===== src/rtl/apb_rambus_bridge.sv =====
// APB3 slave bridging one FIC APB master onto NUM_PORTS RamBus register ports.
// The upper address bits pick a port, which gets an active-low chip select and a
// latch strobe until it acks. Unknown ports and ack timeouts both return PSLVERR.
module apb_rambus_bridge #(
    parameter int ADDR_WIDTH     = 14,
    parameter int DATA_WIDTH     = 32,
    parameter int NUM_PORTS      = 4,
    parameter int PORT_ADDR_BITS = 12,
    parameter int TIMEOUT_CYCLES = 255
) (
    input  logic                            clk,
    input  logic                            nRst,
    input  logic                            PSEL,
    input  logic                            PENABLE,
    input  logic                            PWRITE,
    input  logic [ADDR_WIDTH-1:0]           PADDR,
    input  logic [DATA_WIDTH-1:0]           PWDATA,
    output logic [DATA_WIDTH-1:0]           PRDATA,
    output logic                            PREADY,
    output logic                            PSLVERR,
    output logic [PORT_ADDR_BITS-1:0]       RamBusAddress,
    output logic [DATA_WIDTH-1:0]           RamBusDataIn,
    output logic                            RamBusWrnRd,
    output logic [NUM_PORTS-1:0]            RamBusnCs,
    output logic [NUM_PORTS-1:0]            RamBusLatch,
    input  logic [NUM_PORTS*DATA_WIDTH-1:0] RamBusDataOut,
    input  logic [NUM_PORTS-1:0]            RamBusAck,
    output logic [7:0]                      ErrCount
);

    // Counter only has to reach TIMEOUT_CYCLES-1; keep at least one bit so a
    // disabled timeout still elaborates.
    localparam int TMO_W = (TIMEOUT_CYCLES > 1) ? $clog2(TIMEOUT_CYCLES) : 1;
    localparam logic [TMO_W-1:0] TMO_LAST = TMO_W'((TIMEOUT_CYCLES > 0) ? TIMEOUT_CYCLES - 1 : 0);
    localparam bit TMO_EN = (TIMEOUT_CYCLES != 0);

    typedef enum logic [1:0] {
        ST_IDLE,
        ST_WAIT,
        ST_DONE
    } state_t;

    state_t                    state_q, state_d;
    logic [DATA_WIDTH-1:0]     prdata_q, prdata_d;
    logic                      pready_q, pready_d;
    logic                      pslverr_q, pslverr_d;
    logic [PORT_ADDR_BITS-1:0] addr_q, addr_d;
    logic [DATA_WIDTH-1:0]     wdata_q, wdata_d;
    logic                      wrnrd_q, wrnrd_d;
    logic [NUM_PORTS-1:0]      ncs_q, ncs_d;
    logic [NUM_PORTS-1:0]      latch_q, latch_d;
    logic [TMO_W-1:0]          tmo_q, tmo_d;
    logic [7:0]                err_cnt_q, err_cnt_d;
    logic                      err_event;

    // Port index widened to 32 bits so the range test against NUM_PORTS is a
    // real comparison for every parameter combination.
    logic [31:0]               idx_ext;
    logic [NUM_PORTS-1:0]      dec_onehot;
    logic [DATA_WIDTH-1:0]     port_rdata [NUM_PORTS];
    logic [DATA_WIDTH-1:0]     rdata_sel;
    logic                      ack_hit;

    assign idx_ext = 32'(PADDR[ADDR_WIDTH-1:PORT_ADDR_BITS]);

    // The latch strobe doubles as the one-hot record of the active port, so ack
    // and read data are qualified by it and acks from other ports drop out.
    generate
        for (genvar gi = 0; gi < NUM_PORTS; gi++) begin : g_port
            assign dec_onehot[gi] = (idx_ext == 32'(gi));
            assign port_rdata[gi] = RamBusDataOut[gi*DATA_WIDTH +: DATA_WIDTH]
                                    & {DATA_WIDTH{latch_q[gi]}};
        end
    endgenerate

    assign ack_hit = |(RamBusAck & latch_q);

    // OR-combine the masked port data; at most one term is non-zero.
    always_comb begin
        rdata_sel = '0;
        for (int k = 0; k < NUM_PORTS; k++) begin
            rdata_sel = rdata_sel | port_rdata[k];
        end
    end

    // Next-state and registered-output logic; strobes default to released.
    always_comb begin
        state_d   = state_q;
        prdata_d  = prdata_q;
        pready_d  = 1'b0;
        pslverr_d = 1'b0;
        addr_d    = addr_q;
        wdata_d   = wdata_q;
        wrnrd_d   = wrnrd_q;
        ncs_d     = '1;
        latch_d   = '0;
        tmo_d     = tmo_q;
        err_cnt_d = err_cnt_q;
        err_event = 1'b0;

        case (state_q)
            ST_IDLE: begin
                if (PSEL && !PENABLE) begin
                    addr_d  = PADDR[PORT_ADDR_BITS-1:0];
                    wdata_d = PWDATA;
                    wrnrd_d = PWRITE;
                    if (idx_ext < 32'(NUM_PORTS)) begin
                        ncs_d   = ~dec_onehot;
                        latch_d = dec_onehot;
                        tmo_d   = '0;
                        state_d = ST_WAIT;
                    end else begin
                        pready_d  = 1'b1;
                        pslverr_d = 1'b1;
                        err_event = 1'b1;
                        state_d   = ST_DONE;
                    end
                end
            end

            ST_WAIT: begin
                if (!PSEL) begin
                    // Master abandoned the transfer: drop strobes, no response.
                    state_d = ST_IDLE;
                end else if (ack_hit) begin
                    // Ack beats a coinciding timeout.
                    pready_d = 1'b1;
                    if (!wrnrd_q) begin
                        prdata_d = rdata_sel;
                    end
                    state_d = ST_DONE;
                end else if (TMO_EN && (tmo_q == TMO_LAST)) begin
                    pready_d  = 1'b1;
                    pslverr_d = 1'b1;
                    prdata_d  = '0;
                    err_event = 1'b1;
                    state_d   = ST_DONE;
                end else begin
                    ncs_d   = ncs_q;
                    latch_d = latch_q;
                    if (TMO_EN) begin
                        tmo_d = tmo_q + 1'b1;
                    end
                end
            end

            ST_DONE: begin
                state_d = ST_IDLE;
            end

            default: begin
                state_d = ST_IDLE;
            end
        endcase

        if (err_event && (err_cnt_q != 8'hFF)) begin
            err_cnt_d = err_cnt_q + 8'd1;
        end
    end

    // State and output registers; reset releases all strobes immediately.
    always_ff @(posedge clk or negedge nRst) begin
        if (!nRst) begin
            state_q   <= ST_IDLE;
            prdata_q  <= '0;
            pready_q  <= 1'b0;
            pslverr_q <= 1'b0;
            addr_q    <= '0;
            wdata_q   <= '0;
            wrnrd_q   <= 1'b0;
            ncs_q     <= '1;
            latch_q   <= '0;
            tmo_q     <= '0;
            err_cnt_q <= 8'd0;
        end else begin
            state_q   <= state_d;
            prdata_q  <= prdata_d;
            pready_q  <= pready_d;
            pslverr_q <= pslverr_d;
            addr_q    <= addr_d;
            wdata_q   <= wdata_d;
            wrnrd_q   <= wrnrd_d;
            ncs_q     <= ncs_d;
            latch_q   <= latch_d;
            tmo_q     <= tmo_d;
            err_cnt_q <= err_cnt_d;
        end
    end

    assign PRDATA        = prdata_q;
    assign PREADY        = pready_q;
    assign PSLVERR       = pslverr_q;
    assign RamBusAddress = addr_q;
    assign RamBusDataIn  = wdata_q;
    assign RamBusWrnRd   = wrnrd_q;
    assign RamBusnCs     = ncs_q;
    assign RamBusLatch   = latch_q;
    assign ErrCount      = err_cnt_q;

endmodule


===== config.mk =====
export PLATFORM = sky130hd
export DESIGN_NAME = apb_rambus_bridge
export DESIGN_NICKNAME = d
export VERILOG_FILES = /design/src/rtl/apb_rambus_bridge.sv
export SDC_FILE = /design/constraint.sdc
export NUM_CORES = 1
export LEC_CHECK = 0
export ABC_CLOCK_PERIOD_IN_PS = 2100
export CAP_MARGIN = 20
export CORE_MARGIN = 3
export CORE_UTILIZATION = 25
export DETAILED_ROUTE_END_ITERATION = 6
export PLACE_DENSITY_LB_ADDON = 0.1
export SETUP_SLACK_MARGIN = 0.05
export SYNTH_ARGS = -nofsm -noshare
export SYNTH_HDL_FRONTEND = slang
export SYNTH_SLANG_ARGS = --single-unit

===== constraint.sdc =====
create_clock -name clk -period 2.1 [get_ports clk]
set_input_delay 0.63 -clock clk [delete_from_list [all_inputs] [get_ports clk]]
set_output_delay 0.63 -clock clk [all_outputs]
set_load 0.005 [all_outputs]

# ---- After elaboration in Yosys (flattened, before gate mapping)
# Index checks and enable logic that the tools add are counted.
dict set report totals {
  ram_bits 0
  latchBits 0
  reg_bits 105
  out_inout_bits 95
  mem_bits_ro 0
  mem_count 0
}
dict set report classes {
  n_bitwise 9
  reduce_logical 12
  n_shift 0
  magnitude_cmp 1
  n_addsub 2
  muxes 36
  eq_ne 13
  div_mod_pow 0
  n_mul 0
}
# op count
set ops {}
lappend ops {{bitwise AND 32 bit} 4}
lappend ops {{two-way mux 32 bit} 3}
lappend ops {{OR 32 bit} 3}
lappend ops {{two-way mux 4 bit} 10}
lappend ops {{two-way mux 8 bit} 5}
lappend ops {{logical NOT 32 bit} 1}
lappend ops {{adder 8 x 1 -> 8 bit (second input constant)} 2}
lappend ops {{case mux 4 bit (2 select lines)} 2}
lappend ops {{case mux 8 bit (2 select lines)} 1}
lappend ops {{!= test 2 bit (second input constant)} 6}
lappend ops {{two-way mux 2 bit} 5}
lappend ops {{== test 8 bit (second input constant)} 1}
lappend ops {{!= test 8 bit (second input constant)} 1}
lappend ops {{two-way mux 1 bit} 7}
lappend ops {{AND reduction 6 bit} 1}
lappend ops {{bitwise AND 4 bit} 1}
lappend ops {{== test 2 x 1 -> 1 bit (second input constant)} 2}
lappend ops {{== test 2 bit (second input constant)} 2}
lappend ops {{!= test 4 bit (second input constant)} 1}
lappend ops {{NOT 4 bit} 1}
lappend ops {{case mux 1 bit (2 select lines)} 2}
lappend ops {{case mux 2 bit (2 select lines)} 1}
lappend ops {{AND reduction 2 bit} 2}
lappend ops {{AND reduction 4 bit} 1}
lappend ops {{other kinds (6)} 8}

# ---- Longest topological paths before layout
dict set report logic_depth {
  word_depth 6
  depth_mapped 10
}

# ---- Worst setup path after synthesis
# OpenSTA, ideal clock, no wires.
dict set report synth_path {
  path_kind {in2reg}
  start {in RamBusAck[0]}
  end {reg tmo_q[1]}
  t_arrival_ns 1.868
  path_slack_ns 0.107
  stages 6
  path_cell_list {a22oi_1 > and2_1 > buf_2 > nand2_1 > a21oi_2 > mux2_2}
}
dict set report synth_between {
  elab_chain_cells 4
}
# item line_no
set synth_lines {}
lappend synth_lines {{start: declaration} 27} ;# input logic [NUM_PORTS-1:0] RamBusAck,
lappend synth_lines {{bitwise AND 4 bit} 76} ;# assign ack_hit = |(RamBusAck & latch_q);
lappend synth_lines {{OR reduction 4 bit} 76}
lappend synth_lines {{!= test 2 bit (no line)} --}
lappend synth_lines {{AND reduction 6 bit (no line)} --}
lappend synth_lines {{end signal: assignment} 185} ;# tmo_q <= tmo_d;
lappend synth_lines {{end: declaration} 52} ;# logic [TMO_W-1:0] tmo_q, tmo_d;
# Every way passes these cells.
# A chain may end at the register's enable or synchronous reset.

# ---- Worst setup path in the final report
dict set report layout_path {
  start {in RamBusAck[0]}
  end {reg prdata_q[28], in the netlist PRDATA[28]}
}
dict set report layout_between {
  elab_chain_cells 4
  word_cells_on_any_way 6
  classes_between {eq/ne: 1; mux: 1; bitwise: 1; reduce/logical: 3}
}
# item line_no
set layout_lines {}
lappend layout_lines {{bitwise AND 4 bit (*)} 76}
lappend layout_lines {{OR reduction 4 bit (*)} 76}
lappend layout_lines {{!= test 2 bit (no line) / nonzero test 2 bit (equally long branches)} --}
lappend layout_lines {{AND reduction 4 bit (no line)} --}
lappend layout_lines {{end signal: assignment} 177} ;# prdata_q <= prdata_d;
lappend layout_lines {{end: declaration} 44} ;# logic [DATA_WIDTH-1:0] prdata_q, prdata_d;
# Mark *: on every way between the ends. The rest lies on a longest branch, timed or not.

==> results by group <==
Clock network
  • CTS H-Tree Depth: 3
  • Clock sinks: 105
  • Hold_buf cts: 0
  • Worst-case clock buffer depth: 2
  • Clock-pin slew on the worst setup and hold paths: 0.07 ns
  • CTS tree: done
  • Worst skew pair latency: 0.35 ns
  • Root buffer cell: clkbuf_16
  • TritonCTS Buffers: 9

Power
  • Logic pwr share: 0.252
  • Sw frac: 0.246
  • Clock power frac: 0.301
  • P_leak: 0.00350 µW
  • Int Power: 3970 µW
  • P per Cell Area: 595 nW/µm²
  • Seq pwr share: 0.447
  • Peak VDD IR: 0.377 mV
  • Net switching power: 1290 µW

Detailed routing
  • Avg WL per Cell: approximately 19 µm
  • DRC Markers: 0
  • ANT nets after route: 0
  • Detailed Route Iter0 Violations: 182
  • Vias post-DR: 4729
  • DR vias/cell: 4.86
  • Routed wire length: between 15000 and 20000 µm
  • First-pass detailed-route iteration total: 4

Die
  • Die H: 148 µm
  • Die Area: approximately 22000 µm²
  • Ports: 278
  • Core area: approximately 20000 µm²
  • Starting Density: 0.256
  • Site Rows: 51
  • Die W: 148 µm

Worst setup path
  • Crit-path slowest cell: clkdlybuf4s50_1
  • CP Max Fanout: 6
  • Worst r2r src: tmo_q[0]
  • RR Endpoint: PRDATA[28]
  • Reg2Reg Setup Slack: about 0.17 ns
  • CP Data Required Time: 2.36 ns
  • Crit. End Element: register
  • R2r worst-path depth: 7
  • Critical path type: input port to register
  • Critical Path AT: 2.31 ns
  • CP max stage delay: approximately 0.43 ns
  • CP cell instances: clkdlybuf4s50_1 > a22oi_2 > a21boi_2 > a211o_4 > buf_12 > o31ai_1
  • Crit path launch type: input port
  • Critical Path Source: RamBusAck[0]

Logic synthesis
  • Dominant cell type by area after synthesis: dfrtp_1
  • Synth Area in Adders: 0.00750
  • Area contributors post-synth: dfrtp_1 (50%), mux2_2 (11%), o31ai_2 (7.0%)
  • Xor/xnor share of the synthesized area: 0.00875
  • Asr flop ratio synth: 1.00
  • Top_reg_cell synth: dfrtp_1
  • Synth Area in Compound Gates: 0.231
  • Mapped Cells: around 410
  • Mux contribution to synthesized area: 0.112
  • Synthesized area: 5010 µm²
  • Post-Synthesis Net Count: 595
  • Number of synthesis warnings: 0
  • EDFF count, synth: 0
  • Largest family of logic cells by synthesized area: compound AO/OA/AOI/OAI gates
  • Share of the synthesized area in the top cell type: 0.505
  • Synth Register Bits: 105
  • Register area share after synthesis: 0.526
  • Area share of and/or/nand/nor cells after synthesis: 0.0772
  • Unique masters post-synth: 43
  • Mean Syn Cell Area: 12.2 µm²

GRT
  • Tot GR Track Use: 0.157
  • Pin count of the biggest net entering global routing: about 110
  • First-pass GRT wire length: between 20000 and 30000 µm
  • Vias in the first global route: 4827
  • Gr ovfl total: 0
  • Antenna violations before repair: 0

Timing
  • RSZ-0062 raised after global routing: true
  • Hold Slack: 0.346 ns
  • Final Critical Period: roughly 2.1 ns
  • Total negative slack: 0 ns
  • Final Hold Viols: 0
  • Final Cycle Share: 0.977
  • Peak Freq: 0.487 GHz
  • Clk_skew: around 0.012 ns
  • Slew Viols, Final: 0
  • Setup-failing EPs final: 0
  • Worst-Margin Slew: between 0.5 and 0.6 ns
  • Rel. slew slack: 0.617

Place
  • Placed Area: between 8000 and 9000 µm²
  • Inst Count DP: 950
  • GP Congestion: 0.825
  • Port Buffers: around 280
  • Hpwl dp: 13700 µm

Layout
  • Post-Layout Cell Count: around 970
  • Post-route cell area: 8850 µm²
  • Nets: 891
  • Syn-to-layout area delta: 76.8%
  • Fin util: 0.452
  • Share of layout cells above drive strength 1: 0.227

Worst hold path
  • Min-delay worst type: input port to async pin

Run status
  • Outcome: completed

Job
  • Max Cap Viol: 0
flip-flops by register name, summed over array words and instances (netlist names):
| signal | flops |
|---|---|
| ErrCount | 8 |
| PRDATA | 32 |
| PREADY | 1 |
| PSLVERR | 1 |
| RamBusAddress | 12 |
| RamBusDataIn | 32 |
| RamBusLatch | 4 |
| RamBusWrnRd | 1 |
| RamBusnCs | 4 |
| state_q | 2 |
| tmo_q | 8 |
power by group through the flow:
stage / clock network (µW) / logic [µW] / registers, µW
5_1_grt: 1730 / 1430 / 2380
3_3_place_gp: 0 / 1280 / 2380
4_1_cts: 1650 / 1310 / 2360
6_report: 1590 / 1330 / 2350
3_5_place_dp: 0 / 1300 / 2390
2_1_floorplan: 0 / 357 / 2390
stage by stage:
step                total power (µW)  setup WS [ns]
floorplan                       2750          0.107
global placement                3670         -0.325
detailed placement              3690         -0.330
CTS                             5310         0.0570
global route                    5540        -0.0109
finish                          5260         0.0478
per-layer routing:
layer | track usage | vias up | share of wire
met5 | 0 | - | 0
met4 | 0.0377 | 0 | 0.015
met3 | 0.0521 | 23 | 0.085
met2 | 0.270 | 207 | 0.50
met1 | 0.192 | 2333 | 0.40
li1 | - | 2166 | -
timing repair:
item                                    4_1_cts  5_1_grt
cloned                                        0        8
pin swaps                                     1        3
setup buffers                                 1        1
endpoints found under the setup margin        3       51
resized for setup                             1       34
kinds of logic after synthesis:
group / Yosys count
compound gates: 128
simple gates: 80
mux: 50
buf+inv: 38
fa+ha+maj: 3
flops: 105
xor+xnor: 5
cell usage after synthesis, types with 3 or more instances:
library cell and number:
dfrtp_1 101, mux2_2 49, nand2_1 46, a22o_1 33, a221oi_1 32, o31ai_2 28
clkbuf_1 20, buf_2 8, nor2_1 8, a21oi_1 7, a31oi_1 7, nand3_1 6
buf_6 5, nand4_1 5, o21ai_0 5, o31ai_1 5, dfstp_2 4, xnor2_1 4
ha_1 3, inv_1 3, nand2b_1 3, nor2b_1 3
cell usage in the layout, fill, tap and decap left out, types with 7 or more instances in the layout:
cell and count:
a21oi_1 7, a221oi_1 32, a22o_1 33, a31oi_1 7
buf_4 30, clkbuf_16 14, clkdlybuf4s50_1 271, dfrtp_1 98
mux2_2 49, nand2_1 44, nor2_1 8, o31ai_2 24
o31ai_4 7
critical path: cells and delay by family:
family	cells	cell delay [ns]
compound gates	4	1.06
buf+inv	2	0.60
worst max path at each step:
stage | depth (start not counted) | to
after floorplan | 6 | tmo_q[1]
after CTS | 1 | RamBusnCs[1]
after detailed placement | 5 | ErrCount[1]
final | 6 | PRDATA[28]
after global placement | 6 | ErrCount[1]
after global routing | 6 | PRDATA[28]
layout make-up:
cell class | count | area [µm²]
antenna | 1 | 2.50
clock buffer | 11 | 253
clock inverter | 3 | 17.5
fill | 1846 | 10700
inverter | 3 | 11.3
multi-input combinational | 267 | 2330
sequential | 105 | 2640
tap | 265 | 332
timing repair buffer | 319 | 3270
Power figures use the tool's default switching activity.
